File: src/rtl/fetch_pc_unit.sv
// Fetch PC unit: keeps the program counter, issues one instruction fetch at a time and hands the word to decode.
// Optional feature macro FETCH_MISALIGN_TRAP_EN: a misaligned redirect target halts fetch and sets fetch_misaligned.
module fetch_pc_unit #(
    parameter logic [31:0] RESET_PC = 32'h0000_0000
) (
    input  logic        clk,
    input  logic        reset_n,
    input  logic        branch_resolve,
    input  logic        pc_input_sel,
    input  logic [31:0] alu_result,
    output logic        imem_req_valid,
    input  logic        imem_req_ready,
    output logic [31:0] imem_req_addr,
    input  logic        imem_rsp_valid,
    input  logic [31:0] imem_rsp_data,
    output logic        instr_valid,
    input  logic        instr_ready,
    output logic [31:0] instr,
    output logic [31:0] instr_pc,
    output logic        fetch_misaligned
);

    typedef enum logic [1:0] {
        FETCH_REQ  = 2'd0,
        FETCH_WAIT = 2'd1,
        FETCH_HOLD = 2'd2,
        FETCH_HALT = 2'd3
    } fetch_state_t;

    typedef enum logic {
        PC_INPUT_PC_PLUS_4 = 1'b0,
        PC_INPUT_ALU       = 1'b1
    } pc_input_sel_t;

    fetch_state_t state_q, state_d;
    logic [31:0]  pc_q, pc_d;
    logic         kill_q, kill_d;
    logic [31:0]  instr_q, instr_d;
    logic [31:0]  instr_pc_q, instr_pc_d;
    logic         misaligned_q, misaligned_d;
    logic         req_valid_q, req_valid_d;
    logic         instr_valid_q, instr_valid_d;

    logic         redirect_s;
    logic         target_bad_s;
    logic         handshake_s;
    logic [31:0]  target_s;

    // Redirect decode and target legalisation
    always_comb begin
        redirect_s  = branch_resolve && (pc_input_sel_t'(pc_input_sel) == PC_INPUT_ALU);
        handshake_s = req_valid_q && imem_req_ready;
`ifdef FETCH_MISALIGN_TRAP_EN
        target_s     = alu_result;
        target_bad_s = redirect_s && (alu_result[1:0] != 2'b00);
`else
        target_s     = alu_result & 32'hFFFF_FFFC;
        target_bad_s = 1'b0;
`endif
    end

    // Next-state, PC and capture logic
    always_comb begin
        state_d      = state_q;
        pc_d         = pc_q;
        kill_d       = kill_q;
        instr_d      = instr_q;
        instr_pc_d   = instr_pc_q;
        misaligned_d = misaligned_q;
        if ((state_q != FETCH_HALT) && target_bad_s) begin
            state_d      = FETCH_HALT;
            misaligned_d = 1'b1;
            kill_d       = 1'b0;
        end else begin
            case (state_q)
                FETCH_REQ: begin
                    if (redirect_s) pc_d = target_s;
                    else            pc_d = pc_q;
                    // A redirect racing the handshake leaves a stale request in flight
                    if (handshake_s) begin
                        state_d = FETCH_WAIT;
                        kill_d  = redirect_s;
                    end else begin
                        state_d = FETCH_REQ;
                    end
                end
                FETCH_WAIT: begin
                    if (imem_rsp_valid) begin
                        if (kill_q || redirect_s) begin
                            kill_d  = 1'b0;
                            state_d = FETCH_REQ;
                            if (redirect_s) pc_d = target_s;
                            else            pc_d = pc_q;
                        end else begin
                            instr_d    = imem_rsp_data;
                            instr_pc_d = pc_q;
                            state_d    = FETCH_HOLD;
                        end
                    end else if (redirect_s) begin
                        kill_d = 1'b1;
                        pc_d   = target_s;
                    end else begin
                        kill_d = kill_q;
                    end
                end
                FETCH_HOLD: begin
                    if (redirect_s) begin
                        pc_d    = target_s;
                        state_d = FETCH_REQ;
                    end else if (instr_ready) begin
                        pc_d    = pc_q + 32'd4;
                        state_d = FETCH_REQ;
                    end else begin
                        state_d = FETCH_HOLD;
                    end
                end
                FETCH_HALT: state_d = FETCH_HALT;
                default:    state_d = FETCH_REQ;
            endcase
        end
        req_valid_d   = (state_d == FETCH_REQ);
        instr_valid_d = (state_d == FETCH_HOLD);
    end

    // State and registered outputs with synchronous reset
    always_ff @(posedge clk) begin
        if (!reset_n) begin
            state_q       <= FETCH_REQ;
            pc_q          <= RESET_PC;
            kill_q        <= 1'b0;
            instr_q       <= 32'h0000_0000;
            instr_pc_q    <= 32'h0000_0000;
            misaligned_q  <= 1'b0;
            req_valid_q   <= 1'b0;
            instr_valid_q <= 1'b0;
        end else begin
            state_q       <= state_d;
            pc_q          <= pc_d;
            kill_q        <= kill_d;
            instr_q       <= instr_d;
            instr_pc_q    <= instr_pc_d;
            misaligned_q  <= misaligned_d;
            req_valid_q   <= req_valid_d;
            instr_valid_q <= instr_valid_d;
        end
    end

    assign imem_req_valid   = req_valid_q;
    assign imem_req_addr    = pc_q;
    assign instr_valid      = instr_valid_q;
    assign instr            = instr_q;
    assign instr_pc         = instr_pc_q;
    assign fetch_misaligned = misaligned_q;

endmodule

File: config.mk
export PLATFORM = sky130hd
export DESIGN_NAME = fetch_pc_unit
export DESIGN_NICKNAME = d
export VERILOG_FILES = /design/src/rtl/fetch_pc_unit.sv
export SDC_FILE = /design/constraint.sdc
export NUM_CORES = 1
export LEC_CHECK = 0
export ABC_AREA = 1
export CAP_MARGIN = 20
export CORE_MARGIN = 4
export CORE_UTILIZATION = 45
export DETAILED_ROUTE_END_ITERATION = 8
export HOLD_SLACK_MARGIN = 0.06
export PLACE_DENSITY = 0.8
export SYNTH_ARGS = -nofsm -noshare
export SYNTH_HDL_FRONTEND = slang
export SYNTH_SLANG_ARGS = --single-unit
export TNS_END_PERCENT = 100
File: constraint.sdc
create_clock -name clk -period 1.9 [get_ports clk]
set_input_delay 0.285 -clock clk [delete_from_list [all_inputs] [get_ports clk]]
set_output_delay 0.285 -clock clk [all_outputs]
set_load 0.02 [all_outputs]
# Yosys cells after proc, flatten, opt, wreduce, memory -nomap -nowiden
# Cells that the tools add are included.
# Widths: inputs -> output; s select.
# op_classes
n_mux,17
n_reduce_logical,10
addsub,1
n_eq_ne,8
n_bitwise,1
# ops
cell,n
$mux 32,5
$pmux 32 s3,1
$add 32x3->32 const B,1
$ne 3x3->1 const B,3
$mux 2,4
$pmux 2 s4,1
$eq 2x2->1 const B,3
$reduce_and 3->1,2
$mux 1,5
$logic_not 2->1,2
$reduce_and 4->1,1
$reduce_bool 3->1,1
$eq 2x1->1 const B,1
$logic_and 1x1->1,2
$ne 2x2->1 const B,1
$pmux 1 s2,1
$reduce_bool 2->1,1
$logic_or 1x1->1,1
$not 1->1,1
# word_totals
ff_bits,101
output_inout_bits,99
word_cells,44

# Longest topological paths before layout
# Gate-level depths: netlist (run 1).
# depth
ltp_word,6
ltp_mapped,10
mapped_depth_nobuf,10

# Worst setup path after synthesis (run 1)
# Ideal clock, no wire load.
# synth_path
path_type,reg-to-reg
from,"reg pc_q[3], in the netlist imem_req_addr[3]"
to,"reg pc_q[14], in the netlist imem_req_addr[14]"
path_stages_with_launch,11
t_required_ns,1.781
path_slack_ns,0.270
arrival_time_ns,1.511
cell_sequence,dfxtp_1 ha_1 nand2_1 nor2_1 nand2_1 nor2_1 nand3_1 o21ai_0 nand2_1 nand2_1 a21oi_1
# synth_between
elab_chain_len,4
# synth_rtl
item,line,text
"start, declared",36,"logic [31:0] pc_q, pc_d;"
"start signal, assigned",138,pc_q <= pc_d;
$add 32x3->32,111,pc_d = pc_q + 32'd4;
$mux 32,110,end else if (instr_ready) begin
$mux 32,107,if (redirect_s) begin
$pmux 32 s3,75,case (state_q)
# No other way between the ends. The select of a mux whose other input is x is not followed.
# A chain may end at the register's enable or synchronous reset.

# Worst setup path after layout (run 1)
# layout_path
from,"reg pc_q[19], in the netlist imem_req_addr[19]"
to,out imem_req_addr[19]
# layout_lines
item,line,text
"end, declared",13,"output logic [31:0] imem_req_addr,"
# No word-level cell between the ends.

==> results of run 1 <==
[final timing paths]
path | startpoint | end | slack, ps
worst min-delay path | reset_n | instr_pc[26] | 400
worst max register to register | imem_req_addr[2] | imem_req_addr[28] | 110
worst max-delay path | imem_req_addr[19] | imem_req_addr[19] | 70
worst min register to register | instr[13] | instr[13] | 490
[flip-flops by register name (all words and copies together), names as in the netlist]
signal and flops:
instr_valid 1, instr 32, imem_req_addr 30, instr_pc 30, state_q 2, kill_q 1
imem_req_valid 1
[cells in the mapped netlist (all sizes together)]
| cell type | n |
|---|---|
| nor2 | 165 |
| nand2 | 153 |
| dfxtp | 97 |
| o21ai | 90 |
| a21oi | 56 |
| inv | 43 |
| nand3 | 37 |
| buf | 23 |
| clkbuf | 16 |
| nand4 | 6 |
| a31oi | 3 |
| nor3 | 3 |
| conb | 1 |
| ha | 1 |
| nand3b | 1 |
| o221ai | 1 |
| xnor2 | 1 |
[repair_timing]
action | 4_1_cts | 5_1_grt
resized for setup | 0 | 5
endpoints found under the setup margin | 0 | 9
hold buffers | 0 | 0
[metal layers]
layer  global-route usage (%)  wire length [µm]  part of all wire [%]  vias up
li1                         -                 -                     -     2547
met1                     31.6              6420                    42     2353
met2                     43.6              7340                    48      193
met3                     6.45              1250                   8.1       21
met4                     9.65               323                   2.1        0
met5                        0                 0                     0        -
[kinds of logic (layout without fill, tap and decap cells)]
kind of cell / count (synthesis) / after routing
compound gates: 150 / 150
other cells: 1 / 5
simple gates: 365 / 365
xor+xnor: 1 / 1
flops: 97 / 97
buf+inv: 82 / 239
fa+ha+maj: 1 / 1
[area by class of cell]
type | instances | area (µm²) | share of cell area, %
Multi-Input combinational cell | 522 | 2300 | 35.0
Sequential cell | 97 | 1940 | 29.5
Timing Repair Buffer | 181 | 1840 | 27.9
Tap cell | 133 | 166 | 2.53
Inverter | 43 | 161 | 2.45
Clock buffer | 10 | 138 | 2.09
Clock inverter | 5 | 40.0 | 0.608
[power groups by stage]
stage	clock network (mW)	registers, mW	logic (mW)
2_1_floorplan	0	2.37	0.316
3_5_place_dp	0	2.28	0.859
5_1_grt	1.37	2.25	0.936
3_3_place_gp	0	2.27	0.839
4_1_cts	1.29	2.23	0.865
6_report	1.28	2.23	0.860
==> flow_summary.rst, run 1 <==
.. list-table::
   :header-rows: 1

   * - Metric
     - Value
   * - Status
     - complete, no violations
   * - Hold violation total from the final report
     - 0
   * - Compound-cell area share of the yosys netlist
     - 16.7%
   * - Via count of the first global-routing pass
     - 4,865
   * - DRC violation count after routing
     - 0
   * - Internal power consumption
     - 3.06 mW
   * - Simple logic cell fraction of the synthesized area
     - 32.5%
   * - Area enclosed by the die boundary
     - around 12,000 µm²
   * - Gate count of the mapped netlist
     - 697
   * - Top area cells in the synthesized netlist
     - sky130_fd_sc_hd__dfxtp_1, sky130_fd_sc_hd__nor2_1, sky130_fd_sc_hd__nand2_1
   * - Net switching component of the power
     - 1.31 mW
   * - Maximum vdd drop
     - 0.375 mV
   * - CTS buffer count
     - 9
   * - # Max-Cap Violations
     - 0
   * - H-tree levels
     - 3
   * - Xor/xnor cell area share of the yosys netlist
     - 0.191%
   * - Slowest cell on crit path
     - sky130_fd_sc_hd__clkdlybuf4s50_1
   * - Data required time at the worst endpoint
     - around 1600 ps
   * - Net switching fraction of the power
     - 29.9%
   * - Worst slack, placed
     - -15.2 ps
   * - Final number of max-transition violations
     - 0
   * - Warnings, synthesis
     - 0
   * - Largest net degree at the start of global routing
     - 75
   * - Max frequency
     - roughly 550 MHz
   * - Post-synthesis sequential element count
     - 97
   * - 1st-iter DRT viols
     - 414
   * - Clk Latency, worst-skew pair
     - 380 ps
   * - Worst min path class
     - in2reg
   * - Final setup violating endpoints
     - 0
   * - Post-route minimum period
     - between 1500 and 2000 ps
   * - Vias per inst
     - 5.16
   * - Antenna fix cells
     - 0
   * - Fin Hold WS
     - 405 ps
   * - Horizontal extent of the die
     - 109 µm
   * - Post-synth top area share
     - roughly 42%
   * - Proportion of layout cells with a drive suffix above 1
     - 5.83%
   * - Worst Skew
     - ~7.6 ps
   * - Accumulated negative setup slack
     - 0 ps
   * - Worst Max-Slew Pin Slew
     - between 800 and 900 ps
   * - Count of placed standard cells including taps
     - 976
   * - Final worst-path cycle share
     - 96.2%
   * - Number of sinks handled by clock tree synthesis
     - 97
   * - Tightest slew margin relative to the limit
     - 40.8%
   * - Pwr/cell area
     - 663 nW/µm²
   * - WL per Instance
     - 15.5 µm
   * - Height of the die
     - about 110 µm
   * - Signed area change from the synthesized netlist to the final layout
     - 43.9%
   * - Highest cell delay on the worst timing path
     - 660 ps
   * - Antenna violations before repair
     - 0
   * - Number of unique standard cell types used by synthesis
     - 30
   * - Path type of the worst setup path
     - reg2out
   * - Min-Delay Path Depth
     - 4
   * - Cell-by-cell listing of the critical path
     - clkdlybuf4s50_1
   * - Port Buffer Count
     - roughly 160
   * - Total track usage
     - between 20% and 30%
   * - Instance area at placement
     - 6400 µm²
   * - Proportion of synthesized chip area in sequential cells
     - 42.4%
   * - Maximum fanout count along the critical path
     - 6
   * - Overall routed net length
     - 15,300 µm
   * - Initial standard-cell utilization of the core
     - 46.6%
   * - Num ports
     - 170
   * - Detailed Routing Iterations Pass 1
     - 5
   * - Overflow after GRT
     - 0
   * - Cell area after layout
     - 6590 µm²
   * - Depth of the worst register-to-register path
     - 10
   * - Wire length of the first global-routing pass
     - 24,100 µm
   * - Post-layout instance count excluding filler cells
     - 991
   * - Share of power burned in registers
     - 51.1%
   * - Part of the total power dissipated in combinational logic
     - roughly a fifth
   * - Design Power
     - approximately 4.4 mW
   * - Post-Synthesis Cell Area
     - 4580 µm²
   * - CTS tree
     - built
   * - Critical path depth
     - 1
   * - Crit path launch type
     - flop
   * - Portion of netlist area occupied by mux cells
     - 0%
   * - Proportion of power drawn by the clock network
     - 29.2%
   * - Number of buffers on the longest clock path
     - 2
   * - Fraction of the core area covered by cells at the end of the flow
     - 67.1%
   * - Final GP Congestion
     - 0.899
   * - Cell Rows
     - 36
   * - Yosys top cell by area
     - sky130_fd_sc_hd__dfxtp_1
   * - Total number of nets in the final design
     - 926
   * - Vias post-DR
     - between 5,000 and 6,000
   * - Total of fill cells in the finished design
     - 908
   * - Critical path buffers and inverters
     - 1
   * - Endpoint kind of the worst setup timing path
     - output port
   * - Post CTS Setup Buffer Count
     - 0
   * - Dominant combinational cell family by area after synthesis
     - simple AND/OR/NAND/NOR gates
   * - Post-detailed-placement half-perimeter wirelength
     - 11,400 µm
   * - Data arrival time of the critical path
     - 1540 ps
   * - Top Family by Delay on Critical Path
     - buffers and inverters
   * - Pleak
     - between 2 and 2.5 nW
   * - Core outline area
     - ~10000 µm²
   * - Syn Area/Cell
     - about 6.6 µm²
   * - Highest-count cells in the layout ignoring fill and taps
     - sky130_fd_sc_hd__clkdlybuf4s50_1, sky130_fd_sc_hd__nor2_1, sky130_fd_sc_hd__nand2_1
   * - Clock-pin slew reported for the worst setup and hold paths after clock tree synthesis
     - 100 ps
   * - Antenna Violating Nets Remaining
     - 0
   * - PnR worst setup slack
     - 72.0 ps
   * - RSZ-0062 raised after global routing
     - yes
   * - Leading cell type in the layout, fill and taps excluded
     - sky130_fd_sc_hd__clkdlybuf4s50_1
   * - Clock root buffer
     - sky130_fd_sc_hd__clkbuf_8
   * - Area share of fa/ha/maj cells after synthesis
     - 0.273%
(Power assumes the default switching activity.)
==> run 2, diff against run 1 <==
CTS_CLUSTER_SIZE = 40   (was unset)
GPL_TIMING_DRIVEN = 0   (was unset)
==> flow_summary.rst, run 2 (same netlist as run 1, synthesis figures left out) <==
.. list-table::
   :header-rows: 1

   * - Metric
     - Value
   * - Area used by multi-input combinational logic
     - 2320 µm²
   * - Data required time at the worst endpoint
     - 1620 ps
   * - Highest-count cells in the layout ignoring fill and taps
     - sky130_fd_sc_hd__clkdlybuf4s50_1, sky130_fd_sc_hd__nor2_1, sky130_fd_sc_hd__nand2_1
   * - Final GP Congestion
     - 0.899
   * - Antenna Violating Nets Remaining
     - 0
   * - # Max-Cap Violations
     - 0
   * - WL per Instance
     - about 17 µm
   * - Status
     - complete, no violations
   * - Critical path buffers and inverters
     - 1
   * - Maximum vdd drop
     - ~0.44 mV
   * - Slowest cell on crit path
     - sky130_fd_sc_hd__clkdlybuf4s50_1
   * - Launch instance of the worst min-delay path
     - reset_n
   * - Design Power
     - 4.76 mW
   * - Clock-pin slew reported for the worst setup and hold paths after clock tree synthesis
     - 100 ps
   * - CTS buffer count
     - 9
   * - Post-detailed-placement half-perimeter wirelength
     - 13,100 µm
   * - Via count of the first global-routing pass
     - approximately 5,100
   * - Detailed Routing Iterations Pass 1
     - 5
   * - CTS tree
     - built
   * - Worst Skew
     - about 14 ps
   * - Initial standard-cell utilization of the core
     - 46.6%
   * - Start of the worst register-to-register path
     - imem_req_addr[3]
   * - Max frequency
     - 543 MHz
   * - Port Buffer Count
     - 161
   * - Overall routed net length
     - 16,800 µm
   * - Vias post-DR
     - 5,289
   * - Clock root buffer
     - sky130_fd_sc_hd__clkbuf_8
   * - Signed area change from the synthesized netlist to the final layout
     - 45.3%
   * - Worst Max-Slew Pin Slew
     - a little over 600 ps
   * - Number of buffers on the longest clock path
     - 2
   * - Proportion of layout cells with a drive suffix above 1
     - 6.38%
   * - Endpoint kind of the worst setup timing path
     - output port
   * - Total number of nets in the final design
     - 945
   * - Fin Hold WS
     - 292 ps
   * - Antenna fix cells
     - 0
   * - Crit path launch type
     - flop
   * - 1st-iter DRT viols
     - 526
   * - Num ports
     - 170
   * - Total of fill cells in the finished design
     - 905
   * - Maximum fanout count along the critical path
     - 6
   * - Pwr/cell area
     - 716 nW/µm²
   * - Leading cell type in the layout, fill and taps excluded
     - sky130_fd_sc_hd__clkdlybuf4s50_1
   * - Height of the die
     - 109 µm
   * - Reg area
     - 1940 µm²
   * - Pleak
     - 2.41 nW
   * - Accumulated negative setup slack
     - 0 ps
   * - Depth of the worst register-to-register path
     - 10
   * - PnR worst setup slack
     - 57.6 ps
   * - Critical path depth
     - 1
   * - Largest net degree at the start of global routing
     - 16
   * - Horizontal extent of the die
     - between 100 and 150 µm
   * - Clk Latency, worst-skew pair
     - 380 ps
   * - Final setup violating endpoints
     - 0
   * - Wire length of the first global-routing pass
     - 25,800 µm
   * - RSZ-0062 raised after global routing
     - no
   * - Highest cell delay on the worst timing path
     - 680 ps
   * - DRC violation count after routing
     - 0
   * - Cts hold-fix bufs
     - 0
   * - Final number of max-transition violations
     - 0
   * - Worst slack, placed
     - -278 ps
   * - Cell-by-cell listing of the critical path
     - clkdlybuf4s50_1
   * - Tightest slew margin relative to the limit
     - 59.6%
   * - Final worst-path cycle share
     - between 90% and 100%
   * - Hold violation total from the final report
     - 0
   * - Antenna violations before repair
     - 0
   * - Post-route minimum period
     - 1840 ps
   * - Area enclosed by the die boundary
     - 11,900 µm²
   * - Vias per inst
     - 5.23
   * - Overflow after GRT
     - 0
   * - Total track usage
     - 28.2%
   * - Worst setup path startpoint
     - imem_req_addr[22]
   * - Number of sinks handled by clock tree synthesis
     - 97
   * - Worst min path class
     - in2reg
   * - Data arrival time of the critical path
     - ~1600 ps
   * - Core outline area
     - 9820 µm²
   * - H-tree levels
     - 3
   * - Cell Rows
     - 36
   * - Number of flip-flops under the largest register name
     - 32
   * - Top Family by Delay on Critical Path
     - buffers and inverters
   * - Path type of the worst setup path
     - reg2out
   * - Min-Delay Path Depth
     - 3
-- run 2: repair_timing --
action / CTS / global route
endpoints found under the setup margin: 1 / 30
buffers inserted: 0 / 0
gates resized for setup: 0 / 13
-- run 2: through the flow --
step	utilization, %	cells	area, µm²
5_1_grt	67.7	1011	6650
6_report	67.7	1011	6650
3_3_place_gp	64.9	995	6370
2_1_floorplan	-	701	4590
3_5_place_dp	64.9	995	6370
4_1_cts	67.4	1011	6620
-- run 2: final timing paths --
check	endpoint	slack [ps]
max	imem_req_addr[22]	60
min	instr_pc[26]	290
max reg2reg	imem_req_addr[28]	160
min reg2reg	instr[2]	490
-- run 2: final cells by class --
| class | instances | area share (%) |
|---|---|---|
| buffer | 39 | 3.03 |
| clock buffer | 12 | 2.18 |
| tap | 133 | 2.50 |
| timing repair buffer | 161 | 24.2 |
| sequential | 97 | 29.2 |
| multi-input combinational | 522 | 34.9 |
| clock inverter | 4 | 1.49 |
| inverter | 43 | 2.43 |
-- run 2: power by group --
part	switching [mW]	internal, mW	total (mW)
sequential	0.104	2.13	2.24
clock	0.742	0.918	1.66
combinational	0.459	0.409	0.868
total	1.31	3.46	4.76
-- run 2: per-layer routing --
metal	wire (µm)	GRT usage [%]	vias up	share of wire [%]
met4	359	9.20	0	2.1
met2	8190	50.4	232	49
met5	0	0	-	0
li1	-	-	2589	-
met3	1420	7.52	29	8.5
met1	6840	32.5	2439	41
